### src/rtl/ntt_stage_scheduler.sv
// NTT stage scheduler: five-stage issue/drain sequencer for a 4-bank 512-point NTT/INTT.
// Optional macro NTT_SCHED_STALL_EN adds a hold input that freezes issue while in RUN.
module ntt_stage_scheduler #(
  parameter int LAT = 13,
  parameter int NPT = 128
) (
  input  logic       clk,
  input  logic       rst,
`ifdef NTT_SCHED_STALL_EN
  input  logic       hold,
`endif
  input  logic       start,
  input  logic [3:0] conf,
  output logic [2:0] p,
  output logic [6:0] k,
  output logic       sel,
  output logic       ren,
  output logic       wen,
  output logic       en,
  output logic       busy,
  output logic [1:0] done_flag
);

  localparam int DW = $clog2(LAT + 1);

  typedef enum logic [1:0] {
    IDLE,
    RUN,
    DRAIN,
    DONE
  } state_t;

  state_t         state;
  state_t         nxt;
  logic           mode;
  logic [DW-1:0]  dcnt;
  logic [LAT-1:0] line;
  logic           stall;
  logic           k_last;
  logic           d_last;
  logic           p_last;
  logic           unused_conf;

  assign unused_conf = ^conf[3:1];

`ifdef NTT_SCHED_STALL_EN
  assign stall = hold;
`else
  assign stall = 1'b0;
`endif

  assign k_last = (k == 7'(NPT - 1));
  assign d_last = (dcnt == DW'(LAT - 1));
  assign p_last = (p == 3'd4);

  // state register
  always_ff @(posedge clk) begin
    if (!rst) state <= IDLE;
    else      state <= nxt;
  end

  // next-state logic
  always_comb begin
    nxt = state;
    unique case (state)
      IDLE:    if (start) nxt = RUN;
      RUN:     if (!stall && k_last) nxt = DRAIN;
      DRAIN:   if (d_last) nxt = p_last ? DONE : RUN;
      DONE:    nxt = IDLE;
      default: nxt = IDLE;
    endcase
  end

  // state-decoded outputs
  always_comb begin
    ren  = (state == RUN) && !stall;
    busy = (state == RUN) || (state == DRAIN);
    en   = busy;
    sel  = busy && (mode ? (p == 3'd0) : (p == 3'd4));
  end

  // mode latch, issue/stage/drain counters and completion flag
  always_ff @(posedge clk) begin
    if (!rst) begin
      mode      <= 1'b0;
      p         <= 3'd0;
      k         <= 7'd0;
      dcnt      <= '0;
      done_flag <= 2'b00;
    end else begin
      unique case (state)
        IDLE: begin
          if (start) begin
            mode      <= conf[0];
            p         <= 3'd0;
            k         <= 7'd0;
            dcnt      <= '0;
            done_flag <= 2'b00;
          end
        end
        RUN: begin
          if (!stall) k <= k_last ? 7'd0 : k + 7'd1;
        end
        DRAIN: begin
          if (d_last) begin
            dcnt <= '0;
            if (!p_last) p <= p + 3'd1;
            else done_flag <= mode ? 2'b10 : 2'b01;
          end else begin
            dcnt <= dcnt + DW'(1);
          end
        end
        default: ;
      endcase
    end
  end

  // write strobe: ren delayed through a LAT-deep line
  always_ff @(posedge clk) begin
    if (!rst) line <= '0;
    else      line <= (line << 1) | LAT'(ren);
  end

  assign wen = line[LAT-1];

endmodule

### config.mk
export PLATFORM = sky130hd
export DESIGN_NAME = ntt_stage_scheduler
export DESIGN_NICKNAME = d
export VERILOG_FILES = /design/src/rtl/ntt_stage_scheduler.sv
export SDC_FILE = /design/constraint.sdc
export NUM_CORES = 1
export LEC_CHECK = 0
export ABC_AREA = 0
export BUFFER_PORTS_ARGS = -buffer_cell sky130_fd_sc_hd__clkbuf_2
export CORE_MARGIN = 2
export CORE_UTILIZATION = 48
export DETAILED_ROUTE_END_ITERATION = 12
export PLACE_DENSITY = 0.73
export RECOVER_POWER = 100
export SLEW_MARGIN = 20
export SYNTH_ARGS = -nofsm -noshare
export SYNTH_HDL_FRONTEND = slang
export SYNTH_SLANG_ARGS = --single-unit
### constraint.sdc
create_clock -name clk -period 1.6 [get_ports clk]
set_input_delay 0.16 -clock clk [delete_from_list [all_inputs] [get_ports clk]]
set_output_delay 0.16 -clock clk [all_outputs]
set_load 0.01 [all_outputs]
[Word level (Yosys, flattened, before mapping)]
Cells that the tools add are included.
Storage, ports and cells
  logic and storage cells: 55
  input port bits: 7
  flip-flop bits (word level): 32
Operators by class
  $add $sub $neg: 3
  muxes and demuxes: 21
  reduce and logical (&&, ||, !) cells: 12
  bitwise operators: 1
  equality and inequality tests: 11
Operator list (number)
  2-to-1 mux 2 bit: 8
  2-to-1 mux 7 bit: 2
  case mux 7 bit (2 select lines): 1
  bitwise OR 13 x 1 -> 13 bit: 1
  2-to-1 mux 3 bit: 3
  2-to-1 mux 4 bit: 2
  != test 2 bit, second input constant: 4
  case mux 2 bit (4 select lines): 1
  case mux 4 bit (2 select lines): 1
  AND reduction 4 bit: 2
  adder 7 x 1 -> 7 bit, second input constant: 1
  equality test 7 bit, second input constant: 1
  case mux 3 bit (2 select lines): 1
  AND reduction 2 bit: 3
  adder 4 x 1 -> 4 bit, second input constant: 1
  equality test 2 bit, second input constant: 2
  equality test 4 bit, second input constant: 1
  case mux 2 bit (2 select lines): 1
  nonzero test 2 bit: 2
  adder 3 x 1 -> 3 bit, second input constant: 1
  equality test 3 bit, second input constant: 1
  logical NOT 3 bit: 1
  AND reduction 3 bit: 1
  equality test 2 x 1 -> 1 bit, second input constant: 1
  other kinds (5): 5

[Logic depth before layout (Yosys ltp)]
  word-level depth: 4
  gate-level depth with buffers: 6
  gate-level depth less buffers: 6

[Worst setup path before layout]
Ideal clock, no wire load.
  kind: register -> register
  start point: register state[0]
  end point: register k[4]
  data arrival time: 1.503 ns
  path slack: -0.031 ns
  required time: 1.472 ns
  stages on the path, launching flop included: 7
  period minus slack after synthesis: 1.631 ns
  library setup time: 0.128 ns
  cells stage by stage: dfxtp_1 inv_1 ha_1 mux2i_1 nand4b_1 xor2_1 nor2_1
Between the ends
  longest elaborated chain between the ends: 3
  elaborated cells on any way between the ends: 6
RTL lines
  start, declared: RTL line 33  | state_t state;
  start signal, assigned: RTL line 59  | else state <= nxt;
  equality test 2 x 1 -> 1 bit or logical NOT 2 bit (tied branches): RTL line 91  | unique case (state)
  nonzero test 2 bit (no line) or != test 2 bit (tied branches)
  AND reduction 2 bit (no line)
  end signal, assigned: RTL line 102  | if (!stall) k <= k_last ? 7'd0 : k + 7'd1;
  end, declared: RTL line 15  | output logic [6:0] k,
Several ways; a longest one is shown, not always the timed one.
A chain may end at the register's enable or synchronous reset.

[Worst setup path in the final report]
  start point: register state[1]
  end point: output port ren
Between the ends
  longest elaborated chain between the ends: 1
RTL lines
  equality test 2 x 1 -> 1 bit: RTL line 76  | ren = (state == RUN) && !stall;
  end, declared: RTL line 17  | output logic ren,
No other way between the ends.

==> summary.md <==
| Metric | Value |
|---|---|
| Syn_nets | 160 |
| Final Setup Violations | 0 |
| RSZ-0062 raised after global routing | false |
| Initial antenna violation count | 0 |
| Clk root buf | clkbuf_4 |
| H-tree Lvls | 2 |
| Ys async rst share | 0% |
| Setup TNS | 0 ns |
| Largest net degree at the start of global routing | 27 |
| Fin nets | 200 |
| Worst hold start | conf[0] |
| Ports | 24 |
| Largest cells by area after synthesis | dfxtp_1, ha_1, and2_1, nand2_1, nand3_1 |
| Row cnt | 19 |
| Placed cells | 208 |
| Clock share of power | 26.9% |
| Routability cong. | 0.793 |
| Final Max Tran Viols | 0 |
| Peak supply drop | 0.000973 V |
| Max Buffers Root-to-Sink | 2 |
| Finished Core Util | 62.1% |
| Max Fanout on Critical Path | 4 |
| Syn Area/Cell | 9.61 um2 |
| WP data required | 1.44 ns |
| Port Buffers | 20 |
| Placed inst area | 1620 um2 |
| Clock transition at path regs | 0.09 ns |
| Area Overhead vs Synth | 22.8% |
| Synth area leader | dfxtp_1 |
| Cells after Synth | 145 |
| Mean routed wirelength per cell | 12.6 um |
| Fin crit period | 1.51 ns |
| Achievable Freq | 663 MHz |
| Top-count cell post-synth | dfxtp_1 |
| CP cell instances | inv_1 > ha_1 > clkbuf_1 > clkbuf_2 |
| Final std cells w/o fill | 217 |
| Slowest CP cell | dfxtp_2 |
| Remaining antenna violation count | 0 |
| Synth Warn # | 0 |
| Slew @ Worst Pin | 0.241 ns |
| Post-synth EDFFs | 0 |
| Post-Synth Simple-Gate Area | 24.5% |
| Post-synthesis adder-cell area fraction | 7.18% |
| Overall power | 2220 uW |
| Die Area | 3350 um2 |
| Setup crit start | state[1] |
| Final Cycle Share | 94.3% |
| Design area | 1710 um2 |
| GRT Residual Overflow | 0 |
| Post-Synth XOR/XNOR Area | 3.77% |
| Logic pwr share | 33.8% |
| Commonest cells post-synth | dfxtp_1, nand2_1, and2_1 |
| LEAKAGE | 0.000655 uW |
| TritonCTS clock tree | done |
| Sw Share | 31.1% |
| NetSw | 690 uW |
| Seq cells post-synth | 32 |
| Layout Skew | 0.00756 ns |
| Crit start category | register |
| Post-Syn Area | 1390 um2 |
| Top Metal Used | met4 |
| DRT Wirelength | 2.73 mm |
| CP max stage delay | 0.33 ns |
| Slew headroom | 83.7% |
| Maximum capacitance violations | 0 |
| Share of cells above drive strength 1 | 23.1% |
| Drt first pass iters | 4 |
| Met1 wire length | 1.18 mm |
| CP arrival | 1.35 ns |
| TritonCTS Sinks | 32 |
| DRT iter0 DRCs | 22 |
| P per Cell Area | 1300 nW/um2 |
| Crit Path Category | register to output port |
| Synth top area share | 46.0% |
| Complex-gate fraction of the synthesized area | 11.5% |
| Post-synthesis mux area share | 1.71% |
| Critical R2R Launch | state[1] |
| Fin. Hold Viols | 0 |
| Worst Path Buf+Inv | 3 |
| Initial core utilization | 50.5% |
| CP delay by family, top | buffers and inverters |
| Metal2 WL | 1.41 mm |
| Clock Latency Late Sink | 0.34 ns |
| Post-DP HPWL | 2.03 mm |
| Main synth FF type | dfxtp_1 |
| Crit. End Element | output port |
| Pint | 1530 uW |
| GRT Util Overall | 18.4% |
| Via/cell ratio | 5.27 |
| DRC Markers | 0 |
| Vias in the first global route | 1134 |
| Main combinational cell family by area after synthesis | simple AND/OR/NAND/NOR gates |
| Unique masters post-synth | 41 |
| Via Count | 1144 |
| Worst Hold Class | input port to register |
| Status | completed |
| First-pass GRT wire length | 4.64 mm |
| Antenna Cells | 0 |
| WL met3 | 92 um |
| Sequential power share | 39.3% |
| CORE AREA | 2760 um2 |
| DIE HEIGHT | 57.9 um |
| Die width | 57.9 um |
| Register area share after synthesis | 46.0% |
| Clock buffer count from CTS | 5 |
## logic make-up after synthesis
group,count (synthesis)
buf+inv,13
xor+xnor,6
simple gates,64
flops,32
mux,2
compound gates,20
fa+ha+maj,8
## registers in the layout, indices dropped and copies added, names as in the netlist
name	cells
state	2
line	13
done_flag	2
k	7
mode	1
dcnt	4
p	3
## power by group through the flow
stage / sequential (uW) / combinational (uW) / clock (uW)
2_1_floorplan: 898 / 434 / 0
3_3_place_gp: 885 / 681 / 0
3_5_place_dp: 889 / 700 / 0
4_1_cts: 870 / 730 / 615
5_1_grt: 880 / 821 / 642
6_report: 872 / 750 / 598
## layer usage
layer,GRT usage [%],vias up
li1,-,580
met1,19.6,542
met2,33.1,15
met3,5.36,7
met4,8.97,0
met5,0,-
## area by class of cell
class	instances	area [um2]
clock inverter	2	35.0
sequential	32	642
tap	31	38.8
inverter	8	33.8
timing repair buffer	38	200
clock buffer	6	41.3
fill	237	1050
multi-input combinational	100	721
## worst paths after layout
path / to / slack (ns) / cells after the start
worst max-delay path: ren / 0.09 / 4
worst max register to register: done_flag[0] / 0.10 / 6
worst min register to register: line[9] / 0.44 / 1
worst min-delay path: mode / 0.06 / 3
## what timing repair did
item                       CTS  global route
buffers inserted             0             1
hold buffers                 0             0
hold endpoints to repair     0             0
setup endpoints to repair    3            10
pin swaps                    0             2
resized for setup            2             7
## tightest hold or removal path, stage by stage
cell and delay, ns:
clkbuf_2 0.08, nand3_1 0.05, a21oi_1 0.06
## per-stage QoR
stage	hold WS [ns]	worst slack, ns
floorplan	0.308	-0.0136
global placement	0.402	0.0475
detailed placement	0.409	-0.0476
CTS	0.0545	0.00326
global route	0.0726	0.000288
finish	0.0616	0.0916
## cell usage in the layout (no fill, tap or decap), drive strengths merged, types with 2 or more instances in the layout
master,n
ha,8
and2,14
o22ai,3
a32oi,2
clkbuf,32
dfxtp,32
buf,12
and3,2
xnor2,3
a21oi,4
nor2,10
xor2,3
nand4b,2
o32ai,2
nor3,2
inv,7
nand2,15
nand3,10
o21ai,2
mux2i,2
nand4,4
Note: power is estimated with default switching activity, not from simulation.
